--- src/rtl/pending_encoder_32to5_pkg.sv ---
// Shared constants and types for the 32-line pending encoder and its matching decoder.
package pending_encoder_32to5_pkg;

    localparam int unsigned NUM_LINES = 32;
    localparam int unsigned IDX_W     = 5;

    typedef logic [NUM_LINES-1:0] line_vec_t;
    typedef logic [IDX_W-1:0]     idx_t;

endpackage

--- src/rtl/pending_encoder_32to5_if.sv ---
// Event/handshake bundle of the pending encoder. The master side is the
// encoder itself (it sources VALID/IDX); the slave side is the event source/consumer.
interface pending_encoder_32to5_if;
    import pending_encoder_32to5_pkg::*;

    line_vec_t SET;
    logic      CLR_ALL;
    logic      READY;
    logic      VALID;
    idx_t      IDX;
    line_vec_t PENDING;
    logic      OVERFLOW;

    modport master (
        input  SET,
        input  CLR_ALL,
        input  READY,
        output VALID,
        output IDX,
        output PENDING,
        output OVERFLOW
    );

    modport slave (
        output SET,
        output CLR_ALL,
        output READY,
        input  VALID,
        input  IDX,
        input  PENDING,
        input  OVERFLOW
    );
endinterface

--- src/rtl/pending_encoder_32to5_priority_pick_32.sv ---
// priority_pick_32: combinational search for the first set bit at or after
// a start pointer, wrapping from line 31 back to line 0.
module priority_pick_32
    import pending_encoder_32to5_pkg::*;
(
    input  line_vec_t vec,
    input  idx_t      start,
    output logic      found_c,
    output idx_t      idx_c
);

    line_vec_t rot_c;
    idx_t      off_c;

    // Rotate so that bit 'start' lands at position 0, then take the lowest set bit.
    always_comb begin
        rot_c = (vec >> start) | (vec << (6'(NUM_LINES) - {1'b0, start}));
        off_c = '0;
        for (int i = int'(NUM_LINES) - 1; i >= 0; i--) begin
            if (rot_c[i]) begin
                off_c = idx_t'(i);
            end
        end
    end

    assign found_c = |vec;
    assign idx_c   = idx_t'(off_c + start);

endmodule

--- src/rtl/pending_encoder_32to5.sv ---
// pending_encoder_32to5: collects one-hot event pulses into a pending register
// and issues one 5-bit index per cycle over a VALID/READY handshake.
// Optional feature: define PENDING_ENCODER_ROUND_ROBIN_EN for round-robin
// selection; otherwise the lowest pending index always wins.
module pending_encoder_32to5
    import pending_encoder_32to5_pkg::*;
(
    input logic                     CLK,
    input logic                     RESET,
    pending_encoder_32to5_if.master bus
);

    line_vec_t pend;
    logic      valid;
    idx_t      idx;
    logic      overflow;

    idx_t      start_c;
    logic      found_c;
    idx_t      pick_c;
    logic      stage_free_c;
    logic      load_c;
    line_vec_t load_mask_c;
    line_vec_t pend_next_c;
    logic      ovf_hit_c;

`ifdef PENDING_ENCODER_ROUND_ROBIN_EN
    idx_t ptr;
    assign start_c = ptr;
`else
    assign start_c = '0;
`endif

    priority_pick_32 u_pick (
        .vec     (pend),
        .start   (start_c),
        .found_c (found_c),
        .idx_c   (pick_c)
    );

    // Load decision, pending-bit update and lost-event detection.
    always_comb begin
        stage_free_c = ~valid | bus.READY;
        load_c       = stage_free_c & found_c;
        load_mask_c  = '0;
        if (load_c) begin
            load_mask_c = line_vec_t'(1) << pick_c;
        end
        pend_next_c  = (pend & ~load_mask_c) | bus.SET;
        ovf_hit_c    = |(bus.SET & pend & ~load_mask_c);
    end

    // State registers; reset and flush clear everything and drop same-cycle events.
    always_ff @(posedge CLK) begin
        if (RESET || bus.CLR_ALL) begin
            pend     <= '0;
            valid    <= 1'b0;
            idx      <= '0;
            overflow <= 1'b0;
`ifdef PENDING_ENCODER_ROUND_ROBIN_EN
            ptr      <= '0;
`endif
        end else begin
            pend     <= pend_next_c;
            overflow <= overflow | ovf_hit_c;
            if (stage_free_c) begin
                valid <= load_c;
                if (load_c) begin
                    idx <= pick_c;
                end
            end
`ifdef PENDING_ENCODER_ROUND_ROBIN_EN
            if (load_c) begin
                ptr <= idx_t'(pick_c + idx_t'(1));
            end
`endif
        end
    end

    assign bus.VALID    = valid;
    assign bus.IDX      = idx;
    assign bus.PENDING  = pend;
    assign bus.OVERFLOW = overflow;

endmodule

--- src/flat_wrapper.sv ---
// flat-port wrapper written by rule: the top's interface ports become plain ports
module pending_encoder_32to5_flat import pending_encoder_32to5_pkg::*;
  (CLK, RESET, bus_SET, bus_CLR_ALL, bus_READY, bus_VALID, bus_IDX, bus_PENDING, bus_OVERFLOW);
  pending_encoder_32to5_if bus_i ();
  input logic CLK;
  input logic RESET;
  input wire logic [$bits(bus_i.SET)-1:0] bus_SET;
  input wire logic [$bits(bus_i.CLR_ALL)-1:0] bus_CLR_ALL;
  input wire logic [$bits(bus_i.READY)-1:0] bus_READY;
  output wire logic [$bits(bus_i.VALID)-1:0] bus_VALID;
  output wire logic [$bits(bus_i.IDX)-1:0] bus_IDX;
  output wire logic [$bits(bus_i.PENDING)-1:0] bus_PENDING;
  output wire logic [$bits(bus_i.OVERFLOW)-1:0] bus_OVERFLOW;
  assign bus_i.SET = bus_SET;
  assign bus_i.CLR_ALL = bus_CLR_ALL;
  assign bus_i.READY = bus_READY;
  assign bus_VALID = bus_i.VALID;
  assign bus_IDX = bus_i.IDX;
  assign bus_PENDING = bus_i.PENDING;
  assign bus_OVERFLOW = bus_i.OVERFLOW;
  pending_encoder_32to5 u_core (.CLK(CLK), .RESET(RESET), .bus(bus_i));
endmodule
--- config.mk ---
export PLATFORM = sky130hd
export DESIGN_NAME = pending_encoder_32to5_flat
export DESIGN_NICKNAME = d
export VERILOG_FILES = /design/src/rtl/pending_encoder_32to5_pkg.sv /design/src/rtl/pending_encoder_32to5_if.sv /design/src/rtl/pending_encoder_32to5_priority_pick_32.sv /design/src/rtl/pending_encoder_32to5.sv /design/src/flat_wrapper.sv
export SDC_FILE = /design/constraint.sdc
export NUM_CORES = 1
export LEC_CHECK = 0
export CORE_MARGIN = 3
export CORE_UTILIZATION = 30
export DETAILED_ROUTE_END_ITERATION = 7
export RECOVER_POWER = 50
export SYNTH_ARGS = -nofsm -noshare
export SYNTH_HDL_FRONTEND = slang
export SYNTH_SLANG_ARGS = --single-unit
--- constraint.sdc ---
create_clock -name CLK -period 3.65 [get_ports CLK]
set_clock_uncertainty 0.15 [all_clocks]
set_input_delay 0.5475 -clock CLK [delete_from_list [all_inputs] [get_ports CLK]]
set_output_delay 0.5475 -clock CLK [all_outputs]
set_load 0.05 [all_outputs]
After elaboration in Yosys (flattened, before gate mapping)

Index checks and enable logic that the tools add are counted.

Add/sub/neg operators: 0
Magnitude comparators: 0
Mux-type cells: 33
Multipliers: 0
Bitwise gates (word level): 9
Equality and inequality tests: 0
Reductions and logical operators: 4
Div/mod/pow operators: 0
Shifts and indexed selects: 1

Operators by type and width:

| kind                   | number |
|---|---|
| $mux W5                | 32 |
| $and A32 B32 Y32       | 3 |
| $reduce_or A32 Y1      | 2 |
| $mux W32               | 1 |
| $not A32 Y32           | 1 |
| $or A32 B32 Y32        | 1 |
| $shl A1 B5 Y32 const A | 1 |
| $or A1 B1 Y1           | 2 |
| $reduce_and A2 Y1      | 1 |
| $and A1 B1 Y1          | 1 |
| $logic_or A1 B1 Y1     | 1 |
| $not A1 Y1             | 1 |

RAM bits: 0
Memories: 0
ROM bits: 0
Output and inout bits: 39
Bits in latches: 0
Word-level logic and storage cells: 51
Register bits after elaboration: 39

Longest topological paths before layout

Gate-level depths: netlist of the first run.

Depth after elaboration: 38
Mapped depth: 11
Mapped depth without buffers: 9

Modules after synthesis

A second synthesis of the first run with hierarchy kept.

Cells, all modules: 785
Area total of the unflattened synthesis: 6,476.2 um2

By module, submodules not included:

| module                | area each (um2) | instances | cells each | sequential area each (um2) |
|---|---|---|---|---|
| priority_pick_32      | 4,625.7         | 1         | 553        | 0.0 |
| pending_encoder_32to5 | 1,850.5         | 1         | 232        | 780.7 |

Worst setup path before layout of the first run

OpenSTA, ideal clock, no wires.

Kind: flip-flop to flip-flop
Start point: register u_core.pend[21] (netlist: u_core.bus.PENDING[21])
End point: register u_core.overflow (netlist: u_core.bus.OVERFLOW)
Cell stages (with the launch flop): 10
Required time: 3.363 ns
Arrival time: 2.741 ns
Path buffers: 0
Period minus slack after synthesis: 3.028 ns
Path slack: 0.622 ns
Path through: dfxtp_1 -> or4_4 -> nor3_2 -> a211oi_1 -> o31ai_4 -> o41a_1 -> a2111oi_2 -> o2111ai_1 -> nor4_2 -> a41oi_1

Word-level cells in the longest chain between the ends: 28
Elaborated cells between the ends (all ways): 31

Ends and longest elaborated chain:

| item                   | line                                         | RTL |
|---|---|---|
| start, declared        | pending_encoder_32to5.sv:13                  | `line_vec_t pend;` |
| start signal, assigned | pending_encoder_32to5.sv:64                  | `pend <= pend_next_c;` |
| $mux W5 (22 in a row)  | pending_encoder_32to5_priority_pick_32.sv:20 | `if (rot_c[i]) begin` |
| $shl A1 B5 Y32         | pending_encoder_32to5.sv:47                  | `load_mask_c = line_vec_t'(1) << pick_c;` |
| $mux W32               | pending_encoder_32to5.sv:46                  | `if (load_c) begin` |
| $not A32 Y32           | pending_encoder_32to5.sv:50                  | `ovf_hit_c = \|(bus.SET & pend & ~load_mask_c);` |
| $and A32 B32 Y32 *     | pending_encoder_32to5.sv:50                  |  |
| $reduce_or A32 Y1 *    | pending_encoder_32to5.sv:50                  |  |
| $or A1 B1 Y1 *         | pending_encoder_32to5.sv:65                  | `overflow <= overflow \| ovf_hit_c;` |
| end signal, assigned   | pending_encoder_32to5.sv:65                  |  |
| end, declared          | pending_encoder_32to5.sv:16                  | `logic overflow;` |

Mark *: on every way between the ends. The rest lies on a longest branch, timed or not.
A chain may end at the register's enable or synchronous reset.

Worst setup path after layout of the first run

Start point: register u_core.pend[18] (netlist: u_core.bus.PENDING[18])
End point: register u_core.overflow (netlist: u_core.bus.OVERFLOW)

Word-level cells in the longest chain between the ends: 25
Elaborated cells between the ends (all ways): 28

Ends and longest elaborated chain:

| item                  | line |
|---|---|
| $mux W5 (19 in a row) | pending_encoder_32to5_priority_pick_32.sv:20 |
| $shl A1 B5 Y32        | pending_encoder_32to5.sv:47 |
| $mux W32              | pending_encoder_32to5.sv:46 |
| $not A32 Y32          | pending_encoder_32to5.sv:50 |
| $and A32 B32 Y32 *    | pending_encoder_32to5.sv:50 |
| $reduce_or A32 Y1 *   | pending_encoder_32to5.sv:50 |
| $or A1 B1 Y1 *        | pending_encoder_32to5.sv:65 |

Marks and branches as above.

==> flow_summary.ini, run 1 <==
[setup_path]
worst_ep_arrival_time_ns = 3.33
cp_cell_sequence = or3_1 > a221o_1 > a21oi_1 > o211a_1 > buf_4 > o21ai_0 > o21ai_0 > o211a_1 > a41oi_1
required_ns = 3.64
r2r-end = u_core.bus.OVERFLOW
worst_setup_path_start_kind = flop
cp_num_buf_inv = 1
timing.rr.start = u_core.bus.PENDING[18]
reg2reg_depth = 9
cp-end-kind = flop
reg2reg_slack_ns = 0.31
crit_family = compound AO/OA/AOI/OAI gates
cpPeakStageDelay_ns = 0.55
crit_type = reg -> reg
crit_path_top_delay_cell = o211a_1
critical_path.max_fanout = 18

[clock_network]
numClockSinks = 39
path_clk_slew_ns = 0.08
cts_root_buf = clkbuf_8
ctsResizeCount = 0
cts_buffers = 5
cts.path.max_buffers = 2
cts_tree = yes
htree_levels = 2
insertion_delay_ns = 0.30

[sta]
period_share = 0.915
min_period_ns = 3.34
setup_viol = 0
tightest_slew_ns = 0.751
hold_violations = 0
postLayoutSetupSlackWorst_ns = 0.312
finalMaxSlewViolations = 0
fin_setup_tns_ns = 0
fmax_mhz = 300
rsz0062_at_grt = no
max-slew-margin-rel = 0.494

[power_and_ir_drop]
p_leak_nw = 1.31
total_power_mw = 1.31
ir_worst_vdd_uv = 186
powerDensity_nw_per_um2 = 390

[layout]
antenna_cells = 0
num-nets-final = 425
final_area_um2 = 3360
multiInputGateArea_um2 = 1420
drive_above_1_share = 0.0897
nFillCells = 787
seqCellArea_um2 = 781
area_growth_pct = 41.5
final_core_util = 0.451

[status]
outcome = finished clean

[route]
vias_per_cell = 5.58
routedWlPerCell_um = 18.0
drt_iter0_drc = 251
drcViolationCount = 0
postRouteAntennaNets = 0
first_pass_iters = 5
vias = 2729
routed_wl_um = 8790

[synthesis]
synth_edf_count = 0
synthArstFlopShare = 0
yosys_warnings = 0
ys_ff_latch = 39
synth_flop_cell = dfxtp_1
postSynthAreaPerCell_um2 = 7.59
syn_nets = 349
synthCells = 313
synth_cell_types = 52
synth_area_um2 = 2380
ys_seq_area_frac = 0.329

[hold_path]
hold_path_startpoint = u_core.bus.IDX[3]
whs_endpoint = u_core.bus.IDX[3]
hold_class = reg -> reg
hold_depth = 2

[global_routing]
grt_overflow = 0
grt_pass1_vias = 2559
antenna_found_initial = 0
grt_start_max_net_pins = 40
grt_pass1_wl_um = 13900
track_usage = 0.201

[floorplan]
die_area_um2 = 9020
core_area_um2 = 7450
die_h_um = 95.0
start_util = 0.319
die_w_um = 95.0
rows = 31
io_pins = 75

[placement]
dp_slack_ns = 0.234
place_area_um2 = 3210
hpwl_um = 6740
numPortBuffers = 74
gp_congestion = 0.943

[run]
cap_violations = 0
power breakdown:
part | internal, mW | total, mW | leakage [nW] | switching (mW)
registers | 0.447 | 0.480 | 0.321 | 0.0328
logic | 0.167 | 0.444 | 0.932 | 0.277
clock network | 0.221 | 0.388 | 0.0612 | 0.167
layout by cell type, fill, tap and decap left out, types with 2 or more instances in the layout:
cell and instances:
and2_1 6, a211oi_1 2, inv_1 27, nor3_1 6, o211a_1 2, a41oi_1 8, a221o_1 2, o2111ai_1 3
nand2_1 16, or4_4 2, nand4_1 4, o21ba_2 2, a22oi_1 6, nand3_1 8, dlygate4sd3_1 34, clkdlybuf4s50_1 40
o21ai_0 25, a21boi_0 2, dfxtp_1 39, a2111oi_2 2, or4_1 5, nor2b_1 4, o211ai_1 5, o31ai_1 4
nor2_1 33, clkbuf_8 6, nor4_2 4, o21a_1 3, a32oi_1 2, nand2b_1 5, o41a_1 2, nor4_1 7
buf_4 10, or3_1 4, a21oi_1 37, a31oi_1 4
metal layers:
layer	track usage	share of wire	routed length (um)
met1	0.286	0.46	4040
met2	0.294	0.43	3790
met3	0.0542	0.086	760
met4	0.0589	0.022	196
met5	0	0	0
through the flow:
step	hold WS, ns	instances
finish	0.344	489
global route	0.389	489
CTS	0.348	484
detailed placement	0.336	476
global placement	0.337	476
floorplan	0.515	313
state kept, by name, summed over array words and instances (netlist names):
signal / cells
u_core.bus.VALID: 1
u_core.bus.IDX: 5
u_core.bus.PENDING: 32
u_core.bus.OVERFLOW: 1
layout make-up:
cell class / instances / share of cell area
Multi-Input combinational cell: 231 / 0.422
Timing Repair Buffer: 85 / 0.244
Sequential cell: 39 / 0.232
Tap cell: 99 / 0.0368
Inverter: 27 / 0.0301
Clock buffer: 6 / 0.0246
Clock inverter: 2 / 0.0104
cells in the mapped netlist, types with 2 or more instances:
cell	count	area share
clkbuf_1	11	0.017
a22oi_1	6	0.019
a21oi_1	37	0.078
dfxtp_1	39	0.33
nand3_1	8	0.017
a41oi_1	8	0.029
a32oi_1	2	0.0074
or4_1	4	0.013
nor4_1	7	0.018
a211oi_1	2	0.0063
nor2b_1	4	0.011
or3_1	4	0.011
nor3_1	6	0.013
a2111oi_2	2	0.013
a221o_1	2	0.0084
or4_4	3	0.014
o21ba_2	2	0.0084
o21ai_0	25	0.053
and2_1	6	0.016
nand2_1	16	0.025
buf_2	3	0.0063
o31ai_1	4	0.013
nor2_1	33	0.052
o41a_1	2	0.0095
o211ai_1	5	0.016
o211a_1	2	0.0084
o2111ai_1	3	0.011
a21boi_0	2	0.0063
o21a_1	3	0.0095
a31oi_1	4	0.011
nand2b_1	5	0.013
nand4_1	4	0.011
inv_1	27	0.043
nor4_2	4	0.021
cells by family (layout without fill, tap and decap cells):
kind of cell,after synthesis,after routing,synth area share
flip-flops,39,39,0.329
buffers and inverters,43,120,0.0727
AO/OA/AOI/OAI,119,119,0.341
AND/OR/NAND/NOR,112,112,0.258
how the worst max path moves through the flow:
| stage | start | endpoint | cells after the start |
|---|---|---|---|
| after global routing | u_core.bus.PENDING[27] | u_core.bus.OVERFLOW | 9 |
| after global placement | u_core.bus.PENDING[20] | u_core.bus.OVERFLOW | 9 |
| after detailed placement | u_core.bus.PENDING[21] | u_core.bus.OVERFLOW | 9 |
| final | u_core.bus.PENDING[18] | u_core.bus.OVERFLOW | 9 |
| after CTS | u_core.bus.PENDING[21] | u_core.bus.OVERFLOW | 9 |
| after floorplan | u_core.bus.PENDING[21] | u_core.bus.OVERFLOW | 9 |
timing repair:
action | 4_1_cts | 5_1_grt
hold buffers | 0 | 0
endpoints found under the setup margin | 0 | 1
endpoints found under the hold margin | 0 | 0
setup buffers | 0 | 5
worst min-delay path, cell delays in order, from the launching register on:
cell and delay (ns):
dfxtp_1 0.31, nor2_1 0.09, nor3_1 0.05
Note: power is estimated with default switching activity, not from simulation.
==> run 2, diff against run 1 <==
- CAP_MARGIN: default -> 20
==> results of run 2 <==
Same layout as run 1: the final DEF is identical, and so are final timing and power.
